$ cat src/rtl/mem_request_unit_pkg.sv
// Shared types and helpers for the data-RAM request unit.
package mem_req_pkg;

  // Access size encoding carried on req_size.
  typedef enum logic [1:0] {
    SZ_BYTE = 2'b00,
    SZ_HALF = 2'b01,
    SZ_WORD = 2'b10
  } size_e;

  // Request sequencing states.
  typedef enum logic [1:0] {
    IDLE = 2'b00,
    RD   = 2'b01,
    WR   = 2'b10,
    DONE = 2'b11
  } state_e;

  // True when the access cannot be served by a single aligned word access.
  // The reserved size 2'b11 is always treated as illegal.
  function automatic logic is_misaligned(input logic [1:0] size, input logic [1:0] off);
    case (size)
      SZ_WORD: return (off != 2'b00);
      SZ_HALF: return off[0];
      SZ_BYTE: return 1'b0;
      default: return 1'b1;
    endcase
  endfunction

endpackage

$ cat src/rtl/mem_request_unit_if.sv
// Word-wide bus between the request unit (master) and the data RAM (slave).
// The RAM answers combinationally from mem_addr; mem_busy=1 means the RAM
// cannot complete anything this cycle. A write happens in exactly the cycle
// where mem_write_enable=1 (which the master only drives while mem_busy=0).
interface mem_request_unit_if;
  logic [31:0] mem_addr;
  logic [31:0] mem_wdata;
  logic        mem_write_enable;
  logic [31:0] mem_rdata;
  logic        mem_busy;

  modport master (
    output mem_addr,
    output mem_wdata,
    output mem_write_enable,
    input  mem_rdata,
    input  mem_busy
  );

  modport slave (
    input  mem_addr,
    input  mem_wdata,
    input  mem_write_enable,
    output mem_rdata,
    output mem_busy
  );
endinterface

$ cat src/rtl/mem_request_unit_lane_align.sv
// Byte-lane steering between a RAM word and the datapath: load extract with
// sign/zero extension, and store merge of a sub-word into an existing word.
module mem_lane_align
  import mem_req_pkg::*;
(
  input  logic [31:0] word,
  input  logic [1:0]  offset,
  input  logic [1:0]  size,
  input  logic        is_unsigned,
  input  logic [31:0] wdata,
  output logic [31:0] load_data,
  output logic [31:0] merged_word
);

  logic [7:0]  byte_lane;
  logic [15:0] half_lane;

  // Select the addressed byte/half of the word and extend it for loads.
  always_comb begin
    byte_lane = word[7:0];
    case (offset)
      2'd0: byte_lane = word[7:0];
      2'd1: byte_lane = word[15:8];
      2'd2: byte_lane = word[23:16];
      2'd3: byte_lane = word[31:24];
      default: byte_lane = word[7:0];
    endcase
    half_lane = offset[1] ? word[31:16] : word[15:0];
    load_data = word;
    if (size == SZ_BYTE)
      load_data = is_unsigned ? {24'b0, byte_lane} : {{24{byte_lane[7]}}, byte_lane};
    else if (size == SZ_HALF)
      load_data = is_unsigned ? {16'b0, half_lane} : {{16{half_lane[15]}}, half_lane};
  end

  // Overlay the right-justified store data onto the addressed lane.
  always_comb begin
    merged_word = word;
    if (size == SZ_BYTE) begin
      case (offset)
        2'd0: merged_word[7:0]   = wdata[7:0];
        2'd1: merged_word[15:8]  = wdata[7:0];
        2'd2: merged_word[23:16] = wdata[7:0];
        2'd3: merged_word[31:24] = wdata[7:0];
        default: merged_word = word;
      endcase
    end else if (size == SZ_HALF) begin
      if (offset[1]) merged_word[31:16] = wdata[15:0];
      else           merged_word[15:0]  = wdata[15:0];
    end else begin
      merged_word = wdata;
    end
  end

endmodule

$ cat src/rtl/mem_request_unit.sv
// CPU-side initiator for the single-port data RAM. Takes one load/store at a
// time from the memory stage, sequences it as read / write / read-modify-write
// onto the RAM bus, and holds the core stalled until completion.
//
// Core handshake: the core raises req_valid with stable request fields and
// keeps them until it sees the one-cycle rsp_valid pulse; stall is low in
// that same cycle so the core advances together with the response. A request
// still presented during the response cycle is only taken the cycle after.
module mem_request_unit
  import mem_req_pkg::*;
#(
  parameter int TIMEOUT = 16
) (
  input  logic        clk,
  input  logic        nRst,
  input  logic        req_valid,
  input  logic        req_write,
  input  logic [1:0]  req_size,
  input  logic        req_unsigned,
  input  logic [31:0] req_addr,
  input  logic [31:0] req_wdata,
  output logic        stall,
  output logic        rsp_valid,
  output logic        rsp_err,
  output logic [31:0] rsp_rdata,
  mem_request_unit_if.master mem,
  output state_e      dbg_state
);

  localparam logic [31:0] TMO = 32'(TIMEOUT);

  state_e      state;
  logic [31:0] addr_q;
  logic [1:0]  size_q;
  logic        uns_q;
  logic        write_q;
  logic [31:0] wdata_q;
  logic [31:0] cnt_q;
  logic [31:0] mem_addr_q;
  logic [31:0] mem_wdata_q;
  logic        wr_arm_q;
  logic [31:0] load_data;
  logic [31:0] merged_word;
  logic        timed_out;

  mem_lane_align u_align (
    .word        (mem.mem_rdata),
    .offset      (addr_q[1:0]),
    .size        (size_q),
    .is_unsigned (uns_q),
    .wdata       (wdata_q),
    .load_data   (load_data),
    .merged_word (merged_word)
  );

  // This busy cycle would be the TIMEOUT-th one charged to the access.
  assign timed_out = (TIMEOUT != 0) && ((cnt_q + 32'd1) == TMO);

  // Write strobe is armed by the FSM in WR and gated by the RAM's busy so a
  // strobe only ever appears in a cycle the RAM will accept it.
  assign mem.mem_addr         = mem_addr_q;
  assign mem.mem_wdata        = mem_wdata_q;
  assign mem.mem_write_enable = wr_arm_q & ~mem.mem_busy;

  // Core hold: pending request in IDLE, or any in-flight RAM phase.
  assign stall     = ((state == IDLE) && req_valid) || (state == RD) || (state == WR);
  assign dbg_state = state;

  // Request sequencer with registered response and RAM-side outputs.
  always_ff @(posedge clk or negedge nRst) begin
    if (!nRst) begin
      state       <= IDLE;
      addr_q      <= '0;
      size_q      <= '0;
      uns_q       <= 1'b0;
      write_q     <= 1'b0;
      wdata_q     <= '0;
      cnt_q       <= '0;
      mem_addr_q  <= '0;
      mem_wdata_q <= '0;
      wr_arm_q    <= 1'b0;
      rsp_valid   <= 1'b0;
      rsp_err     <= 1'b0;
      rsp_rdata   <= '0;
    end else begin
      rsp_valid <= 1'b0;
      rsp_err   <= 1'b0;
      case (state)
        IDLE: begin
          cnt_q <= '0;
          if (req_valid) begin
            addr_q     <= req_addr;
            size_q     <= req_size;
            uns_q      <= req_unsigned;
            write_q    <= req_write;
            wdata_q    <= req_wdata;
            mem_addr_q <= {req_addr[31:2], 2'b00};
            if (is_misaligned(req_size, req_addr[1:0])) begin
              state     <= DONE;
              rsp_valid <= 1'b1;
              rsp_err   <= 1'b1;
            end else if (req_write && (req_size == SZ_WORD)) begin
              mem_wdata_q <= req_wdata;
              wr_arm_q    <= 1'b1;
              state       <= WR;
            end else begin
              state <= RD;
            end
          end
        end
        RD: begin
          if (mem.mem_busy) begin
            if (timed_out) begin
              state     <= DONE;
              rsp_valid <= 1'b1;
              rsp_err   <= 1'b1;
            end else begin
              cnt_q <= cnt_q + 32'd1;
            end
          end else if (!write_q) begin
            rsp_rdata <= load_data;
            state     <= DONE;
            rsp_valid <= 1'b1;
          end else begin
            mem_wdata_q <= merged_word;
            wr_arm_q    <= 1'b1;
            state       <= WR;
          end
        end
        WR: begin
          if (mem.mem_busy) begin
            if (timed_out) begin
              wr_arm_q  <= 1'b0;
              state     <= DONE;
              rsp_valid <= 1'b1;
              rsp_err   <= 1'b1;
            end else begin
              cnt_q <= cnt_q + 32'd1;
            end
          end else begin
            wr_arm_q  <= 1'b0;
            state     <= DONE;
            rsp_valid <= 1'b1;
          end
        end
        DONE: begin
          cnt_q <= '0;
          state <= IDLE;
        end
        default: state <= IDLE;
      endcase
    end
  end

endmodule

$ cat src/flat_wrapper.sv
// flat-port wrapper written by rule: the top's interface ports become plain ports
module mem_request_unit_flat import mem_req_pkg::*;
#(
  parameter int TIMEOUT = 16
)
  (clk, nRst, req_valid, req_write, req_size, req_unsigned, req_addr, req_wdata, stall, rsp_valid, rsp_err, rsp_rdata, dbg_state, mem_mem_addr, mem_mem_wdata, mem_mem_write_enable, mem_mem_rdata, mem_mem_busy);
  mem_request_unit_if mem_i ();
  input  logic clk;
  input  logic nRst;
  input  logic req_valid;
  input  logic req_write;
  input  logic [1:0] req_size;
  input  logic req_unsigned;
  input  logic [31:0] req_addr;
  input  logic [31:0] req_wdata;
  output logic stall;
  output logic rsp_valid;
  output logic rsp_err;
  output logic [31:0] rsp_rdata;
  output state_e dbg_state;
  output wire logic [$bits(mem_i.mem_addr)-1:0] mem_mem_addr;
  output wire logic [$bits(mem_i.mem_wdata)-1:0] mem_mem_wdata;
  output wire logic [$bits(mem_i.mem_write_enable)-1:0] mem_mem_write_enable;
  input wire logic [$bits(mem_i.mem_rdata)-1:0] mem_mem_rdata;
  input wire logic [$bits(mem_i.mem_busy)-1:0] mem_mem_busy;
  assign mem_mem_addr = mem_i.mem_addr;
  assign mem_mem_wdata = mem_i.mem_wdata;
  assign mem_mem_write_enable = mem_i.mem_write_enable;
  assign mem_i.mem_rdata = mem_mem_rdata;
  assign mem_i.mem_busy = mem_mem_busy;
  mem_request_unit #(.TIMEOUT(TIMEOUT)) u_core (.clk(clk), .nRst(nRst), .req_valid(req_valid), .req_write(req_write), .req_size(req_size), .req_unsigned(req_unsigned), .req_addr(req_addr), .req_wdata(req_wdata), .stall(stall), .rsp_valid(rsp_valid), .rsp_err(rsp_err), .rsp_rdata(rsp_rdata), .mem(mem_i), .dbg_state(dbg_state));
endmodule
$ cat config.mk
export PLATFORM = sky130hd
export DESIGN_NAME = mem_request_unit_flat
export DESIGN_NICKNAME = d
export VERILOG_FILES = /design/src/rtl/mem_request_unit_pkg.sv /design/src/rtl/mem_request_unit_if.sv /design/src/rtl/mem_request_unit_lane_align.sv /design/src/rtl/mem_request_unit.sv /design/src/flat_wrapper.sv
export SDC_FILE = /design/constraint.sdc
export NUM_CORES = 1
export LEC_CHECK = 0
export ABC_CLOCK_PERIOD_IN_PS = 5700
export CORE_ASPECT_RATIO = 0.5
export CORE_UTILIZATION = 30
export CTS_CLUSTER_DIAMETER = 40
export CTS_CLUSTER_SIZE = 40
export DETAILED_ROUTE_END_ITERATION = 8
export SLEW_MARGIN = 10
export SYNTH_ARGS = -nofsm -noshare
export SYNTH_HDL_FRONTEND = slang
export SYNTH_HIERARCHICAL = 1
export SYNTH_SLANG_ARGS = --single-unit
$ cat constraint.sdc
create_clock -name clk -period 5.7 [get_ports clk]
set_clock_uncertainty 0.05 [all_clocks]
set_input_delay 0.57 -clock clk [delete_from_list [all_inputs] [get_ports clk]]
set_output_delay 0.57 -clock clk [all_outputs]
set_load 0.01 [all_outputs]
==> impl_results.md <==
- Outcome: finished, final reports clean
- Final weighted congestion in routability-driven placement: approximately 0.87
- Wl on met1: 11,900 um
- Post-synth top flop: sky130_fd_sc_hd__dfrtp_1
- Cell chosen for the clock root: sky130_fd_sc_hd__clkbuf_16
- I/O Buffers: 203
- Latest clock arrival within the worst-skew pair: 0.43 ns
- Global-route total usage across every layer: 17.0%
- Buffer depth of the longest clock path: 2
- Mean instance size in the synthesized netlist: 10.6 um2
- EDFF count, synth: 0
- TritonCTS clock tree: built
- DRC violation count after routing: 0
- Setup repair after global routing missed its margin: no
- Sequential cell area: 4230 um2
- Number of antenna violations at the first check in global routing: 1
- Cells resized by post-CTS repair: 0
- Final ANT Viol Nets: 0
- Final setup vio count: 0
- Die Area: 33,300 um2
- Wire length of the first global-routing pass: 44,500 um
- Critical path required time: 5.99 ns
- Uppermost layer routed: met4
- Num rows: 46
- Pin count of the biggest net entering global routing: 70
- Synthesis-to-layout area growth: 28.8%
- Met2 wire len: 14,800 um
- Initial core utilization: 30.7%
- Core footprint: 31,800 um2
- Height of the die: 130 um
- Top-area cell type share of the netlist area: 43.4%
- Category of the worst setup path capture point: register
- Mapped cell area: a little under 10,000 um2
- Clock slew at reported path FFs: 0.07 ns
- Post-layout nets: about 1,200
- Starting DRC count in detailed routing: roughly 520
- Kind of path behind the tightest hold check: in -> async
- Sequential element share of the synthesized area: a little over two fifths
- Total area of multi-input combinational cells: between 5000 and 6000 um2
- Category of the critical setup timing path: reg -> reg
- Share of final-layout standard cells stronger than drive strength 1: 18.8%
- Setup slack after layout: 2.32 ns
- HPWL reported at the end of detailed placement: about 21,000 um
- Endpoint arrival time on the critical path: 3.67 ns
- Setup slack after placement: 2.15 ns
- IO Pins: 206
- Actual slew at the worst max-slew pin: 1.15 ns
- Summed negative setup slack over all endpoints: 0 ns
- Postcts setup bufs: 0
- Share of synthesized registers carrying an async set or reset: 100%
- Min Clock Period, post-route: around 3.4 ns
- Post-Syn Instances: 924
- Met3 layer wire length in the routed design: 1070 um
- Normalized max-slew margin: roughly a quarter
- Max Clk Rate: roughly 300 MHz
- Max-cap check violation count: 0
- Count of final hold-check violations: 0
- Synth top area cells: sky130_fd_sc_hd__dfrtp_1, sky130_fd_sc_hd__mux2_2, sky130_fd_sc_hd__mux2i_1
- Via count of the first global-routing pass: 7,906
- Standby leakage power: 5.19 nW
- Final wirelength: 28,300 um
- Count of different cell masters after synthesis: 74
- Synth Register Bits: around 170
- Pre-antenna DRT Iters: 5
- Maximum fanout encountered on the critical timing path: 11
- Worst setup SP type: register
- Overflow after GRT: 0
- Pwr per Cell Area: roughly 500 nW/um2
- Via count: 7,669
- Cell type contributing the most total cell area after synthesis: sky130_fd_sc_hd__dfrtp_1
- H-tree level count: 4
- Slew Limit Fails: 0
- Worst IR Drop VDD: 258 uV
- Yosys synthesis warning count: 6
- Number of fillers in the final layout: 3,075
- Cts hold-fix bufs: 0
- Average routed wire per standard cell: ~19 um
- Clock buffers created by TritonCTS: 17
- Period utilisation layout: between 50% and 60%
- Vias/cell: 5.04
- Clock Sinks: 169
- Horiz. Die Dim: 257 um
## path summary, 6_finish.rpt
path,from,endpoint,slack [ns],cells past startpoint
min in group clk,u_core/mem.mem_wdata[12],u_core/mem.mem_wdata[12],0.44,2
max,u_core/cnt_q[0],u_core/dbg_state[0],2.32,9
max reg2reg,u_core/cnt_q[0],u_core/dbg_state[0],2.32,9
min reg2reg,u_core/mem.mem_wdata[12],u_core/mem.mem_wdata[12],0.44,2
min,nRst,u_core/mem.mem_addr[25],0.05,1
max in group asynchronous,nRst,u_core/wdata_q[19],4.35,2
## state kept, by name (all words and copies together) (netlist names)
signal	flops
u_core/uns_q	1
u_core/mem.mem_wdata	32
u_core/cnt_q	32
u_core/wdata_q	32
u_core/addr_q	2
u_core/rsp_rdata	32
u_core/rsp_valid	1
u_core/dbg_state	2
u_core/rsp_err	1
u_core/write_q	1
u_core/wr_arm_q	1
u_core/size_q	2
u_core/mem.mem_addr	30
## layout by cell type (no fill, tap or decap), types with 18 or more instances in the layout
master / n
sky130_fd_sc_hd__nand3_1: 19
sky130_fd_sc_hd__clkdlybuf4s50_1: 202
sky130_fd_sc_hd__inv_1: 22
sky130_fd_sc_hd__and2_1: 18
sky130_fd_sc_hd__nand2_1: 100
sky130_fd_sc_hd__mux2i_1: 74
sky130_fd_sc_hd__nand4_1: 37
sky130_fd_sc_hd__nor2_1: 22
sky130_fd_sc_hd__o21ai_0: 44
sky130_fd_sc_hd__dfrtp_1: 169
sky130_fd_sc_hd__nand2b_1: 23
sky130_fd_sc_hd__mux2_2: 115
## cells by family after synthesis
| group | Yosys count | share of synthesized area [%] |
|---|---|---|
| flops | 169 | 43.4 |
| simple gates | 294 | 17.1 |
| buf+inv | 101 | 5.31 |
| other cells | 1 | 0.0384 |
| mux | 191 | 21.2 |
| compound gates | 146 | 10.8 |
| fa+ha+maj | 5 | 0.641 |
| xor+xnor | 17 | 1.53 |
## per-layer routing
metal / track usage [%] / vias up
met5: 0 / -
met2: 30.4 / 184
met3: 3.27 / 36
met1: 20.7 / 3796
li1: - / 3653
met4: 6.02 / 0
## power by group
| group | internal, W | switching, W | total, W |
|---|---|---|---|
| clock | 0.000650 | 0.000511 | 0.00116 |
| combinational | 0.00162 | 0.00158 | 0.00320 |
| sequential | 0.00169 | 0.000368 | 0.00206 |
## Yosys cell counts, drive strengths merged, types with 23 or more instances
master,count
o21ai,47
mux2,116
nand3,29
nand2,102
clkbuf,40
a21oi,28
mux2i,74
buf,39
dfrtp,169
nand2b,23
nand4,39
## cell type report
type	count	share of cell area [%]
multi-input combinational	655	40.1
sequential	169	33.7
timing repair buffer	212	16.7
tap	432	4.30
clock buffer	18	3.42
clock inverter	14	1.16
inverter	22	0.657
antenna	1	0.0199
## worst max-delay path, cell delays in order, from the launching register on
cell and delay, ns:
sky130_fd_sc_hd__dfrtp_1 0.46, sky130_fd_sc_hd__ha_1 0.26, sky130_fd_sc_hd__nand3_1 0.17, sky130_fd_sc_hd__nor2_1 0.36
sky130_fd_sc_hd__a41oi_1 0.16, sky130_fd_sc_hd__or3_1 0.41, sky130_fd_sc_hd__nor4_4 0.68, sky130_fd_sc_hd__buf_4 0.34
sky130_fd_sc_hd__a21oi_2 0.16, sky130_fd_sc_hd__a211oi_1 0.24
## through the flow
stage                     instances  utilization [%]  cell area (um2)  power [W]  hold WS, ns
final                          1523             39.5            12600    0.00642       0.0459
after global routing           1523             39.5            12600    0.00683       0.0796
after CTS                      1522             39.5            12600    0.00647       0.0736
after detailed placement       1490             37.7            12000    0.00528        0.424
after global placement         1490             37.7            12000    0.00520        0.419
after floorplan                 925                -             9760    0.00400        0.224
Power figures use the tool's default switching activity.
